**src/rtl/isr_pkg.sv**
```systemverilog
// Shared definitions for the square-root wrapper: widths, FSM encoding, word tags.
package isr_pkg;

   localparam int VIN_W       = 128;
   localparam int ROUT_W      = 129;
   localparam int VOUT_W      = 128;
   localparam int DATA_W      = 48;
   localparam int TIMEOUT_CYC = 1024;
   localparam int CNT_W       = 10;
   localparam int WIDX_W      = 3;
   localparam int PAY_W       = 44;

   localparam logic [2:0] TAG_V0 = 3'b001;
   localparam logic [2:0] TAG_V1 = 3'b010;
   localparam logic [2:0] TAG_V2 = 3'b011;
   localparam logic [2:0] TAG_R0 = 3'b100;
   localparam logic [2:0] TAG_R1 = 3'b101;
   localparam logic [2:0] TAG_R2 = 3'b110;

   localparam logic [WIDX_W-1:0] LAST_WIDX = 3'd5;

   typedef enum logic [1:0] {
      ST_LOAD  = 2'd0,
      ST_RUN   = 2'd1,
      ST_DRAIN = 2'd2
   } isr_state_e;

endpackage

```
**src/rtl/isr_pack.sv**
```systemverilog
// Combinational formatter: selects one of six tagged output words from the captured root/remainder.
module isr_pack
   import isr_pkg::*;
(
   input  logic [WIDX_W-1:0] idx,
   input  logic [VOUT_W-1:0] v,
   input  logic [ROUT_W-1:0] r,
   output logic [DATA_W-1:0] word
);

   // Root words carry flag 0, remainder words flag 1; last slices are left-justified.
   always_comb begin
      word = '0;
      unique case (idx)
         3'd0:    word = {TAG_V0, 1'b0, v[127:84]};
         3'd1:    word = {TAG_V1, 1'b0, v[83:40]};
         3'd2:    word = {TAG_V2, 1'b0, v[39:0], 4'b0000};
         3'd3:    word = {TAG_R0, 1'b1, r[128:85]};
         3'd4:    word = {TAG_R1, 1'b1, r[84:41]};
         3'd5:    word = {TAG_R2, 1'b1, r[40:0], 3'b000};
         default: word = '0;
      endcase
   end

endmodule

```
**src/rtl/isr_ctrl.sv**
```systemverilog
// Control wrapper for a square-root core: collects a tagged 3-word radicand, runs the core
// with a cycle timeout, and streams the captured root and remainder as six tagged words.
module isr_ctrl
   import isr_pkg::*;
#(
   parameter int VIN     = VIN_W,
   parameter int ROUT    = ROUT_W,
   parameter int VOUT    = VOUT_W,
   parameter int DATAOUT = DATA_W,
   parameter int TIMEOUT = TIMEOUT_CYC
) (
   input  logic               clk,
   input  logic               rst_n,
   input  logic [DATAOUT-1:0] din,
   input  logic               din_valid,
   output logic               din_ready,
   output logic [VIN-1:0]     vin,
   output logic               run,
   input  logic               calcend,
   input  logic [ROUT-1:0]    rout,
   input  logic [VOUT-1:0]    vout,
   output logic [DATAOUT-1:0] dout,
   output logic               dout_valid,
   input  logic               dout_ready,
   output logic               busy,
   output logic               err,
   output logic [1:0]         state_dbg
);

   isr_state_e          state_q, state_d;
   logic [2:0]          exp_tag_q, exp_tag_d;
   logic [VIN-1:0]      vin_q, vin_d;
   logic [ROUT-1:0]     r_q, r_d;
   logic [VOUT-1:0]     v_q, v_d;
   logic [CNT_W-1:0]    cnt_q, cnt_d;
   logic [WIDX_W-1:0]   widx_q, widx_d;
   logic                err_q, err_d;
   logic                run_q, run_d;
   logic                din_ready_q, din_ready_d;
   logic                dout_valid_q, dout_valid_d;

   logic [2:0]          din_tag;
   logic [PAY_W-1:0]    din_pay;
   logic                unused_flag;
   logic                din_fire;
   logic                tag_ok;
   logic                last_load;
   logic                timeout_hit;
   logic                dout_fire;
   logic                last_word;
   logic [DATAOUT-1:0]  pack_word;

   // Handshake: a word moves on a rising clk edge when its valid and ready are both high.
   assign din_tag     = din[47:45];
   assign din_pay     = din[43:0];
   assign unused_flag = din[44];
   assign din_fire    = din_valid & din_ready_q & (state_q == ST_LOAD);
   assign tag_ok      = (din_tag == exp_tag_q);
   assign last_load   = din_fire & tag_ok & (exp_tag_q == TAG_V2);
   assign timeout_hit = (cnt_q == CNT_W'(TIMEOUT - 1));
   assign dout_fire   = dout_valid_q & dout_ready;
   assign last_word   = dout_fire & (widx_q == LAST_WIDX);

   always_ff @(posedge clk or negedge rst_n) begin
      if (!rst_n) begin
         state_q <= ST_LOAD;
      end else begin
         state_q <= state_d;
      end
   end

   // calcend is tested before the timeout so a simultaneous finish still completes.
   always_comb begin
      state_d = state_q;
      unique case (state_q)
         ST_LOAD: begin
            if (last_load) state_d = ST_RUN;
         end
         ST_RUN: begin
            if (calcend)          state_d = ST_DRAIN;
            else if (timeout_hit) state_d = ST_LOAD;
         end
         ST_DRAIN: begin
            if (last_word) state_d = ST_LOAD;
         end
         default: state_d = ST_LOAD;
      endcase
   end

   always_comb begin
      run_d        = 1'b0;
      din_ready_d  = 1'b0;
      dout_valid_d = 1'b0;
      unique case (state_d)
         ST_LOAD:  din_ready_d = 1'b1;
         ST_RUN:   run_d       = 1'b1;
         ST_DRAIN: begin
            run_d        = 1'b1;
            dout_valid_d = 1'b1;
         end
         default: ;
      endcase
   end

   always_comb begin
      exp_tag_d = exp_tag_q;
      vin_d     = vin_q;
      r_d       = r_q;
      v_d       = v_q;
      cnt_d     = cnt_q;
      widx_d    = widx_q;
      err_d     = err_q;
      unique case (state_q)
         ST_LOAD: begin
            cnt_d  = '0;
            widx_d = '0;
            if (din_fire) begin
               if (tag_ok) begin
                  unique case (exp_tag_q)
                     TAG_V0: begin
                        vin_d[127:84] = din_pay;
                        exp_tag_d     = TAG_V1;
                        err_d         = 1'b0;
                     end
                     TAG_V1: begin
                        vin_d[83:40] = din_pay;
                        exp_tag_d    = TAG_V2;
                     end
                     default: begin
                        vin_d[39:0] = din_pay[43:4];
                        exp_tag_d   = TAG_V0;
                     end
                  endcase
               end else if (din_tag == TAG_V0) begin
                  // An out-of-sequence first word restarts the radicand rather than erroring.
                  vin_d[127:84] = din_pay;
                  exp_tag_d     = TAG_V1;
                  err_d         = 1'b0;
               end else begin
                  err_d     = 1'b1;
                  exp_tag_d = TAG_V0;
               end
            end
         end
         ST_RUN: begin
            if (calcend) begin
               r_d    = rout;
               v_d    = vout;
               widx_d = '0;
            end else if (timeout_hit) begin
               err_d = 1'b1;
            end else begin
               cnt_d = cnt_q + 1'b1;
            end
         end
         ST_DRAIN: begin
            if (dout_fire) widx_d = widx_q + 3'd1;
         end
         default: ;
      endcase
   end

   always_ff @(posedge clk or negedge rst_n) begin
      if (!rst_n) begin
         exp_tag_q    <= TAG_V0;
         vin_q        <= '0;
         r_q          <= '0;
         v_q          <= '0;
         cnt_q        <= '0;
         widx_q       <= '0;
         err_q        <= 1'b0;
         run_q        <= 1'b0;
         din_ready_q  <= 1'b0;
         dout_valid_q <= 1'b0;
      end else begin
         exp_tag_q    <= exp_tag_d;
         vin_q        <= vin_d;
         r_q          <= r_d;
         v_q          <= v_d;
         cnt_q        <= cnt_d;
         widx_q       <= widx_d;
         err_q        <= err_d;
         run_q        <= run_d;
         din_ready_q  <= din_ready_d;
         dout_valid_q <= dout_valid_d;
      end
   end

   isr_pack u_pack (
      .idx  (widx_q),
      .v    (v_q),
      .r    (r_q),
      .word (pack_word)
   );

   // Output words come only from the captured registers, so core activity in DRAIN is ignored.
   assign dout       = dout_valid_q ? pack_word : '0;
   assign dout_valid = dout_valid_q;
   assign din_ready  = din_ready_q;
   assign vin        = vin_q;
   assign run        = run_q;
   assign err        = err_q;
   assign busy       = (state_q != ST_LOAD);
   assign state_dbg  = state_q;

endmodule

```
**config.mk**
```make
export PLATFORM = sky130hd
export DESIGN_NAME = isr_ctrl
export DESIGN_NICKNAME = d
export VERILOG_FILES = /design/src/rtl/isr_pkg.sv /design/src/rtl/isr_pack.sv /design/src/rtl/isr_ctrl.sv
export SDC_FILE = /design/constraint.sdc
export NUM_CORES = 1
export LEC_CHECK = 0
export CORE_MARGIN = 3
export CORE_UTILIZATION = 50
export CTS_BUF_LIST = sky130_fd_sc_hd__clkbuf_2
export DETAILED_ROUTE_END_ITERATION = 8
export PLACE_DENSITY = 0.93
export SYNTH_ARGS = -nofsm -noshare
export SYNTH_HDL_FRONTEND = slang
export SYNTH_HIERARCHICAL = 1
export SYNTH_SLANG_ARGS = --single-unit
```
**constraint.sdc**
```tcl
create_clock -name clk -period 5.05 [get_ports clk]
set_input_delay 1.01 -clock clk [delete_from_list [all_inputs] [get_ports clk]]
set_output_delay 1.01 -clock clk [all_outputs]
set_load 0.02 [all_outputs]
```
==> summary.txt <==
Run status
  – Outcome: complete, no violations

Clock tree
  – Hold_buf cts: 0
  – H-Tree Depth: 3
  – CTS tree: built
  – Reg clk slew, reported paths: 0.13 ns
  – # clock sinks: slightly above 400
  – Clock root buffer: clkbuf_2
  – Clock buffer depth: 3
  – Clock latency on the worst-skew pair: around 1.1 ns
  – TritonCTS Buffers: a little over 100

Die
  – Initial Util: 0.510
  – Row cnt: 69
  – Die ar.: 38900 sq um
  – Die height: 197 microns
  – I/O pin cnt: 493
  – Core ar.: around 36000 sq um
  – Chip Width: 197 microns

Timing
  – Post-route minimum period: a little under 5 ns
  – F_max: 205 MHz
  – Final setup TNS: 0 ns
  – Worst slew margin: 0.211
  – Max-slew violations: 0
  – Skew final: around 0.11 ns
  – Setup ws final: 0.183 ns
  – Fin crit share: 0.964
  – Worst Tran Pin Value: 1.18 ns
  – Hold Vio Cnt, Final: 0
  – Final setup fails: 0

Final layout
  – Most frequent cells in the layout: 788 x nand2_1, 490 x clkdlybuf4s50_1, 401 x dfrtp_1
  – Fillers: between 2000 and 3000
  – Share of layout cells above drive strength 1: 0.128
  – Nets: roughly 2600
  – Commonest non-fill, non-tap cell in the layout: nand2_1
  – Synth-to-Final Area Change: 33.3%

Synthesis
  – Flops & latches, synth: between 400 and 500
  – Sequential area share after synthesis: 0.556
  – Mux cell area share after synthesis: 0.145
  – Largest family of logic cells by synthesized area: simple AND/OR/NAND/NOR gates
  – Post-synthesis compound-gate area fraction: 0.0526
  – Synth async-reset ratio: 1.00
  – Syn avg cell area: 10.1 sq um
  – Post-Synth Simple-Gate Area: 0.203
  – Mapped Cells: roughly 1800
  – Most used DFF post-synth: dfrtp_1
  – Cell Area, Synth: between 15000 and 20000 sq um
  – Adder-Cell Fraction of Synth Area: 0.00548
  – Syn nets: 2123
  – Post-synthesis cell type count: 59
  – EDFF count, synth: 0
  – Ys Warns: 6
  – Xor and xnor area share after synthesis: 0.00144

Run
  – Max-cap violations: 0

Route
  – Post-DR wirelength/cell: 20.9 microns
  – DRT met1 WL: 21.5 mm
  – DRT Pass-1 Iters: 5
  – Top routing layer used: met5
  – DR vias/cell: ~5.4
  – Routed wire length: just under 60 mm
  – DRC viols: 0
  – Antenna Nets Post-Route: 0
  – Met3 wire length: 6.59 mm
  – Drt first-iter violations: about 900
  – Met2 WL post-DR: 29.0 mm
  – DR vias: between 15000 and 20000

Place
  – Dpl hpwl: 41.2 mm
  – IO buf count: between 400 and 500
  – Gpl congestion: between 0.9 and 1
  – Worst slack at placement: 1.20 ns

Worst setup path
  – Critical path fanouts, max: 18
  – Worst EP required: around 4.0 ns
  – Slowest-stage cell, CP: nor2b_2
  – CP Cell Sequence: nor2b_2 > a221oi_1 > nor2_1 > and2_1 > clkdlybuf4s50_1
  – WS Path Type: register to output pin
  – Arrival time worst endpoint: 3.86 ns
  – Type of origin of the critical path: register
  – CP peak stage delay: 1.01 ns
  – Crit. End Element: output pin

Hold path
  – Worst Hold Class: input pin to asynchronous set/reset pin

Global route
  – Vias in the first global route: 16516
  – Pin count of the biggest net entering global routing: about 160
  – Total track usage: 0.299
  – Initial antenna violation count: 7
  – First-pass GRT wire length: 90.3 mm
  – Grt ovf: 0

Pwr
  – LEAKAGE: 12.0 nW
  – Max VDD drop: 0.543 mV
  – Pwr dens: 513 nW/um^2
  – Power Total: 12.5 mW
==> synthesized netlist by cell type, types with 2 or more instances <==
cell | count | share of area
a221oi_1 | 17 | 0.0082
mux2_4 | 39 | 0.032
nand2_1 | 789 | 0.16
nor2b_1 | 4 | 0.0014
buf_6 | 13 | 0.0080
xor2_1 | 2 | 0.00096
buf_4 | 12 | 0.0049
a221o_1 | 9 | 0.0049
clkbuf_1 | 41 | 0.0084
a221oi_2 | 11 | 0.0090
mux2_1 | 67 | 0.041
dfrtp_1 | 405 | 0.55
nand2b_1 | 3 | 0.0010
inv_2 | 2 | 0.00041
nand4_1 | 2 | 0.00068
mux2_2 | 59 | 0.036
o21ai_1 | 21 | 0.0058
nor3b_1 | 2 | 0.00082
nor4_1 | 2 | 0.00068
a22oi_1 | 2 | 0.00082
nand3_1 | 14 | 0.0038
a21oi_1 | 10 | 0.0027
o22ai_1 | 4 | 0.0014
mux2i_1 | 65 | 0.036
o21ai_0 | 6 | 0.0016
nor3_1 | 5 | 0.0014
or2_1 | 2 | 0.00068
and2_1 | 50 | 0.017
inv_1 | 8 | 0.0016
o32a_1 | 2 | 0.0011
o41ai_1 | 2 | 0.00096
o221ai_1 | 4 | 0.0019
o22a_1 | 12 | 0.0058
ha_1 | 8 | 0.0055
and3_1 | 4 | 0.0014
a31oi_1 | 6 | 0.0021
a211o_1 | 4 | 0.0019
buf_2 | 46 | 0.013
nor2_1 | 30 | 0.0062
a22o_1 | 2 | 0.00096
==> cell families after synthesis <==
family | count (synthesis)
adder cells (fa/ha/maj) | 8
AND/OR/NAND/NOR | 917
XOR/XNOR | 3
multiplexers | 230
flip-flops | 406
AO/OA/AOI/OAI | 119
buffers and inverters | 122
==> per-layer routing <==
layer,vias up,track usage
li1,7006,-
met1,7489,0.339
met2,880,0.499
met3,161,0.118
met4,8,0.138
met5,-,0
==> flip-flops by register name, indices dropped and copies added, names as in the netlist <==
signal	flops
widx_q	3
state_dbg	2
v_q	128
cnt_q	10
run	1
exp_tag_q	2
vin	128
r_q	129
din_ready	1
err	1
dout_valid	1
==> through the flow <==
step	cell area (sq um)	hold WS (ns)	utilization	std cells
2_1_floorplan	18300	0.438	-	1805
3_3_place_gp	23400	0.452	0.654	2669
3_5_place_dp	23400	0.458	0.654	2669
4_1_cts	24300	0.0233	0.679	2850
5_1_grt	24300	0.0534	0.679	2854
6_report	24300	0.0438	0.679	2855
==> path summary, 6_finish.rpt <==
| check | start | endpoint | slack [ns] | depth (start not counted) |
|---|---|---|---|---|
| setup / recovery | widx_q[2]$_DFFE_PN0P_ | dout[17] | 0.18 | 5 |
| hold / removal | rst_n | r_q[111]$_DFFE_PN0P_ | 0.04 | 1 |
| setup reg to reg | state_dbg[0]$_DFF_PN0_ | vin[76]$_DFFE_PN0P_ | 2.22 | 4 |
| hold reg to reg | v_q[126]$_DFFE_PN0P_ | v_q[126]$_DFFE_PN0P_ | 0.48 | 2 |
| max in group asynchronous | rst_n | r_q[39]$_DFFE_PN0P_ | 3.81 | 2 |
| min in group clk | vout[66] | v_q[66]$_DFFE_PN0P_ | 0.46 | 3 |
==> cell type report <==
cell class              count  area, sq um  area share
well taps                 461          577      0.0237
clock buffers             147          736      0.0302
multi-input cells        1278         7470       0.307
repair buffers            515         5170       0.213
flip-flops and latches    406        10200       0.418
inverters                  10         37.5     0.00154
diodes                      4         10.0    0.000411
clock inverters            34          166     0.00684
==> critical path, delay by kind of cell (launching register included) <==
family          cells  cell delay [ns]
simple gates        3             1.31
compound gates      1             0.28
flops               1             0.63
buf+inv             1             0.60
==> what timing repair did <==
| item | in CTS | in global routing |
|---|---|---|
| setup endpoints to repair | 0 | 20 |
| buffers inserted | 0 | 0 |
| resized for setup | 0 | 1 |
==> where the power goes <==
part	switching (mW)	leakage, nW	internal, mW	total, mW
Clock	1.37	0.690	0.834	2.21
Sequential	0.912	5.30	4.62	5.53
Combinational	2.37	6.03	2.38	4.75
Total	4.66	12.0	7.83	12.5
(Power assumes the default switching activity.)
==> RTL change 1: new RTL, same settings <==
Take the reset off `r_q` and load it in a clocked block of its own.
--- a/src/rtl/isr_ctrl.sv
+++ b/src/rtl/isr_ctrl.sv
@@ -164,7 +164,6 @@
       if (!rst_n) begin
          exp_tag_q    <= TAG_V0;
          vin_q        <= '0;
-         r_q          <= '0;
          v_q          <= '0;
          cnt_q        <= '0;
          widx_q       <= '0;
@@ -175,7 +174,6 @@
       end else begin
          exp_tag_q    <= exp_tag_d;
          vin_q        <= vin_d;
-         r_q          <= r_d;
          v_q          <= v_d;
          cnt_q        <= cnt_d;
          widx_q       <= widx_d;
@@ -184,6 +182,10 @@
          din_ready_q  <= din_ready_d;
          dout_valid_q <= dout_valid_d;
       end
+   end
+
+   always_ff @(posedge clk) begin
+      r_q <= r_d;
    end
 
    isr_pack u_pack (
Behaviour: no difference found for any inputs over 4 cycles, from zero or initial values and one cycle with rst_n low; that may be too few to reach the edited logic, so the function may still have changed.
==> RTL change 1 against the unedited design <==
- total power down 10%
- first-iteration DRC count down 36%
- combinational power down 9.5%
- wire length down 13%
- worst setup slack better by 4.8 ps
- critical endpoint is now dout[10]
- clock power about the same
- sequential cell count unchanged
- count of clock-buffer cells in the layout up 4
- final area down 3.9%
- non-clock buffer count down 4
- synthesized area down 5.8%
- global-route usage down 2.2 points
- largest cell class unchanged
==> RTL change 1: results (changes against the unedited design) <==
critical_path:
  r2r_end: "vin[18]"
  crit_end: "dout[10]"
  max_stage_delay_ps: 830  # -180 ps
  cpMaxStageDelayCell: "dfrtp_4"
  critical_path_depth: 6  # +1
  cp-startpoint: "widx_q[0]"
  crit_family: "buffers and inverters"
  crit_fanout: 68  # +50
  r2r-start: "state_dbg[1]"
  cp.arrival_ps: 3850  # about the same
clocking:
  hold_buffers: 1  # +1
  clk_pin_slew_ps: 80  # -50 ps
  cts_root_buffer: "clkbuf_2"
  cts_buffers: 102  # -0.97%
  clk_latency_ps: 1050  # -20 ps
routing:
  routedWlPerCell_um: 23.38  # +12%
  wl_met1_um: 18090  # -16%
  wl_met2_um: 25860  # -11%
  wl_met3_um: 5712  # -13%
  num_vias: 12100  # -22%
  drt_pass1_iterations: 4  # -1
  drt_iter0_drc: 592  # -36%
  via_per_inst: 5.470  # +0.47%
power:
  pg_seq_mw: 4.68  # -15%
  ir_worst_vdd_uv: 407.2  # -25%
  power_frac_comb: 0.384  # +0.004
  leakage_nw: 9.730  # -19%
  internal_power_mw: 7.276  # -7.0%
  p_per_area_nw_per_um2: 478.6  # -6.7%
logic_synthesis:
  synth_edf_count: 129  # +129
  synth_common_cells: "dfrtp_1, mux2_2, edfxtp_1"
  ys_types: 61  # +3.4%
  synth_area_leaders: "dfrtp_1, edfxtp_1, mux2_2"
  syn_inst: 1126  # -38%
  syn_nets: 1444  # -32%
  synth_sequential_area_ratio: 0.6280  # +0.07165
  async_reset_ff_frac: 0.6823  # -0.3177
global_routing:
  first_global_vias: 13270  # -20%
  met1_usage: 0.3060  # -0.03345
  use_met3: 0.1177  # -0.0002950
  grt_max_degree: 111  # -32%
  met2_usage: 0.4575  # -0.04181
  antenna_found_initial: 16  # +9
  grt_usage: 0.2763  # -0.02248
  grt_pass1_wl_um: 76450  # -15%
outcome:
  status: "finished clean"
sta:
  holdWs_ps: 504.7  # +460.8 ps
  fin_ws_ps: 188.1  # +4.768 ps
  skew_ps: 82.93  # -26.88 ps
  worst_slew_pin_slew_ps: 1081  # -98.35 ps
worst_hold_path:
  hold_path.class: "reg2reg"
  whs_endpoint: "vin[19]"
placed_design:
  place.detailed.hpwl_um: 36690  # -11%
  dpl-instance-area_um2: 22410  # -4.3%
  gp_congestion: 0.8363  # -11%
  pre_cts_ws_ps: 1216  # +21.25 ps
finish:
  fillers: 2184  # -13%
  multi_input_area_um2: 5881  # -21%
  final_nets: 1989  # -24%
  drive_gt1_frac: 0.2691  # +0.1407
RTL change 1: cell types whose count changed after synthesis, moves of 4 or more:
cell      unedited run  this run
a211o_1              4         0
a31oi_1              6         2
buf_2               46        27
buf_6               13        19
clkbuf_1            41        12
dfrtp_1            405       276
edfxtp_1             0       129
mux2_1              67        33
mux2_2              59       261
mux2_4              39         0
nand2_1            789        17
RTL change 1: final cells by class:
type | count | area share
Sequential cell | 406 | 0.4623
Multi-Input combinational cell | 637 | 0.2515
Timing Repair Buffer | 511 | 0.2190
Clock buffer | 151 | 0.03231
Tap cell | 448 | 0.02397
Clock inverter | 32 | 0.007330
Inverter | 13 | 0.002087
Antenna cell | 14 | 0.001498
RTL change 1: logic make-up after synthesis:
logic type | synth area share
xor+xnor | 0.001527
fa+ha+maj | 0.005817
flops | 0.6280
simple gates | 0.04908
buf+inv | 0.03090
compound gates | 0.05453
mux | 0.2302
RTL change 1: worst register-to-register path: cells and delay by family, from the launching register on:
family	cells	cell delay (ps)
flops	1	600
simple gates	3	1530
mux	1	630
==> RTL change 2: new RTL, same flow settings <==
Made on the original files. The package constant `CNT_W` goes from 10 to 14.
--- a/src/rtl/isr_pkg.sv
+++ b/src/rtl/isr_pkg.sv
@@ -6,7 +6,7 @@
    localparam int VOUT_W      = 128;
    localparam int DATA_W      = 48;
    localparam int TIMEOUT_CYC = 1024;
-   localparam int CNT_W       = 10;
+   localparam int CNT_W       = 14;
    localparam int WIDX_W      = 3;
    localparam int PAY_W       = 44;
 
Check against the original RTL: no difference found for any inputs over 4 cycles, from zero or initial values and one cycle with rst_n low; that may be too few to reach the edited logic, so the function may still have changed.
==> RTL change 2 against the unedited design <==
- critical path depth rose by 1
- final area rose by 0.42%
- total power fell by 3.0%
- sequential power rose by 1%
- die area fell by 0.17%
- via count fell by 16%
- global-route usage fell by 2.1 points
- non-clock buffer count fell by 4
- synthesized area fell by 0.17%
- worst setup slack improved by 130 ps
- synthesized cell count fell by 28%
- wire length fell by 8.1%
- sequential cell count rose by 4
==> RTL change 2: results (changes against the unedited design) <==
logic_synthesis:
  synth_mux_area_frac: 0.2962  # +0.1509
  avgSynthCellArea_um2: 14.11  # +39%
  synth-compound-area-share: 0.05455  # +0.001943
  ys_types: 56  # -5.1%
  syn_nets: 1610  # -24%
  synth-xor-area-share: 0.005764  # +0.004326
  synth_common_cells: "dfrtp_1, mux2_2, mux2i_1"
  synth_fa_ha_area_frac: 0.005490  # +0.000009401
  synth_sequential_area_ratio: 0.5628  # +0.006444
  synth_area_leaders: "dfrtp_1, mux2_2, mux2i_1"
clocking:
  post-cts-setup-buffers: 0  # unchanged
  clk_pin_slew_ps: 90  # -40 ps
global_routing:
  grt_max_degree: 121  # -26%
  grt_usage: 0.2778  # -0.02099
  first_global_vias: 14570  # -12%
  grt_pass1_wl_um: 82390  # -8.7%
  antenna_found_initial: 12  # +5
finish:
  clk_share: 0.03757  # +0.0005098
  clockBufferCount: 144  # -2.0%
  final-seq-area_um2: 10270  # +1.0%
  fillers: 2374  # -5.4%
  multi_input_area_share: 0.3051  # -0.001903
  buffers: 511  # -0.78%
  diodes: 9  # +5
  buffer_area_frac: 0.2107  # -0.001865
  drive_gt1_frac: 0.3184  # +0.1899
  final_nets: 2141  # -19%
  inv_count: 13  # +3
  syn_to_final_growth_pct: 34.06
  multi_input_comb_cells: 783  # -39%
outcome:
  status: "finished clean"
power:
  p_switching_mw: 4.032  # -13%
  leakage_nw: 11.05  # -8.0%
  switching_share: 0.3329  # -0.04030
  ir_worst_vdd_uv: 440.1  # -19%
  power_frac_comb: 0.353  # -0.027
floorplanning:
  die-area_um2: 38800  # -0.17%
placed_design:
  place.detailed.hpwl_um: 39460  # -4.3%
  dpl.cell_count: 2177  # -18%
  dpl-instance-area_um2: 23490  # +0.30%
  gp_congestion: 0.8317  # -11%
  pre_cts_ws_ps: 1288  # +92.50 ps
  port_buffers: 491  # unchanged
critical_path:
  cpMaxStageDelayCell: "dfrtp_4"
  crit_family: "buffers and inverters"
  cp-startpoint: "widx_q[1]"
  cp.arrival_ps: 3720  # -140 ps
  max_stage_delay_ps: 700  # -310 ps
  crit_fanout: 27  # +9
  r2r-start: "state_dbg[0]"
routing:
  routedWlPerCell_um: 23.20  # +11%
  num_vias: 13120  # -16%
  via_per_inst: 5.558  # +2.1%
  drt_iter0_drc: 522  # -43%
sta:
  skew_ps: 95.33  # -14.48 ps
  holdWs_ps: 494.3  # +450.5 ps
  worst_slew_pin_slew_ps: 1136  # -44.06 ps
worst_hold_path:
  hold_path.class: "reg2reg"
==> RTL change 2: changes by cell type in the layout (fill, tap and decap cells not counted), sizes merged, moves of 5 or more <==
cell	change
xnor2	+8
nand2	-773
buf	-5
clkinv	-5
mux2	+256
diode	+5
nor2	+11
==> RTL change 2: repair_timing <==
action                                  4_1_cts  5_1_grt
gates resized for setup                       0        1
hold endpoints to repair                     45        0
hold buffers                                  1        0
endpoints found under the setup margin        0        1
==> RTL change 2: layer usage <==
metal | track usage | up-vias | part of all wire
li1 | - | 5794 | -
met1 | 0.3118 | 6605 | 0.36
met2 | 0.4654 | 596 | 0.49
met3 | 0.1068 | 121 | 0.095
met4 | 0.1389 | 6 | 0.048
met5 | 0 | - | 0.00060
==> RTL change 2: path summary, 6_finish.rpt <==
check,endpoint,depth (start not counted)
max,dout[26],6
min,vin[107],1
max reg2reg,vin[94],6
min reg2reg,vin[107],1
max in group asynchronous,r_q[70],3
min in group asynchronous,v_q[42],2
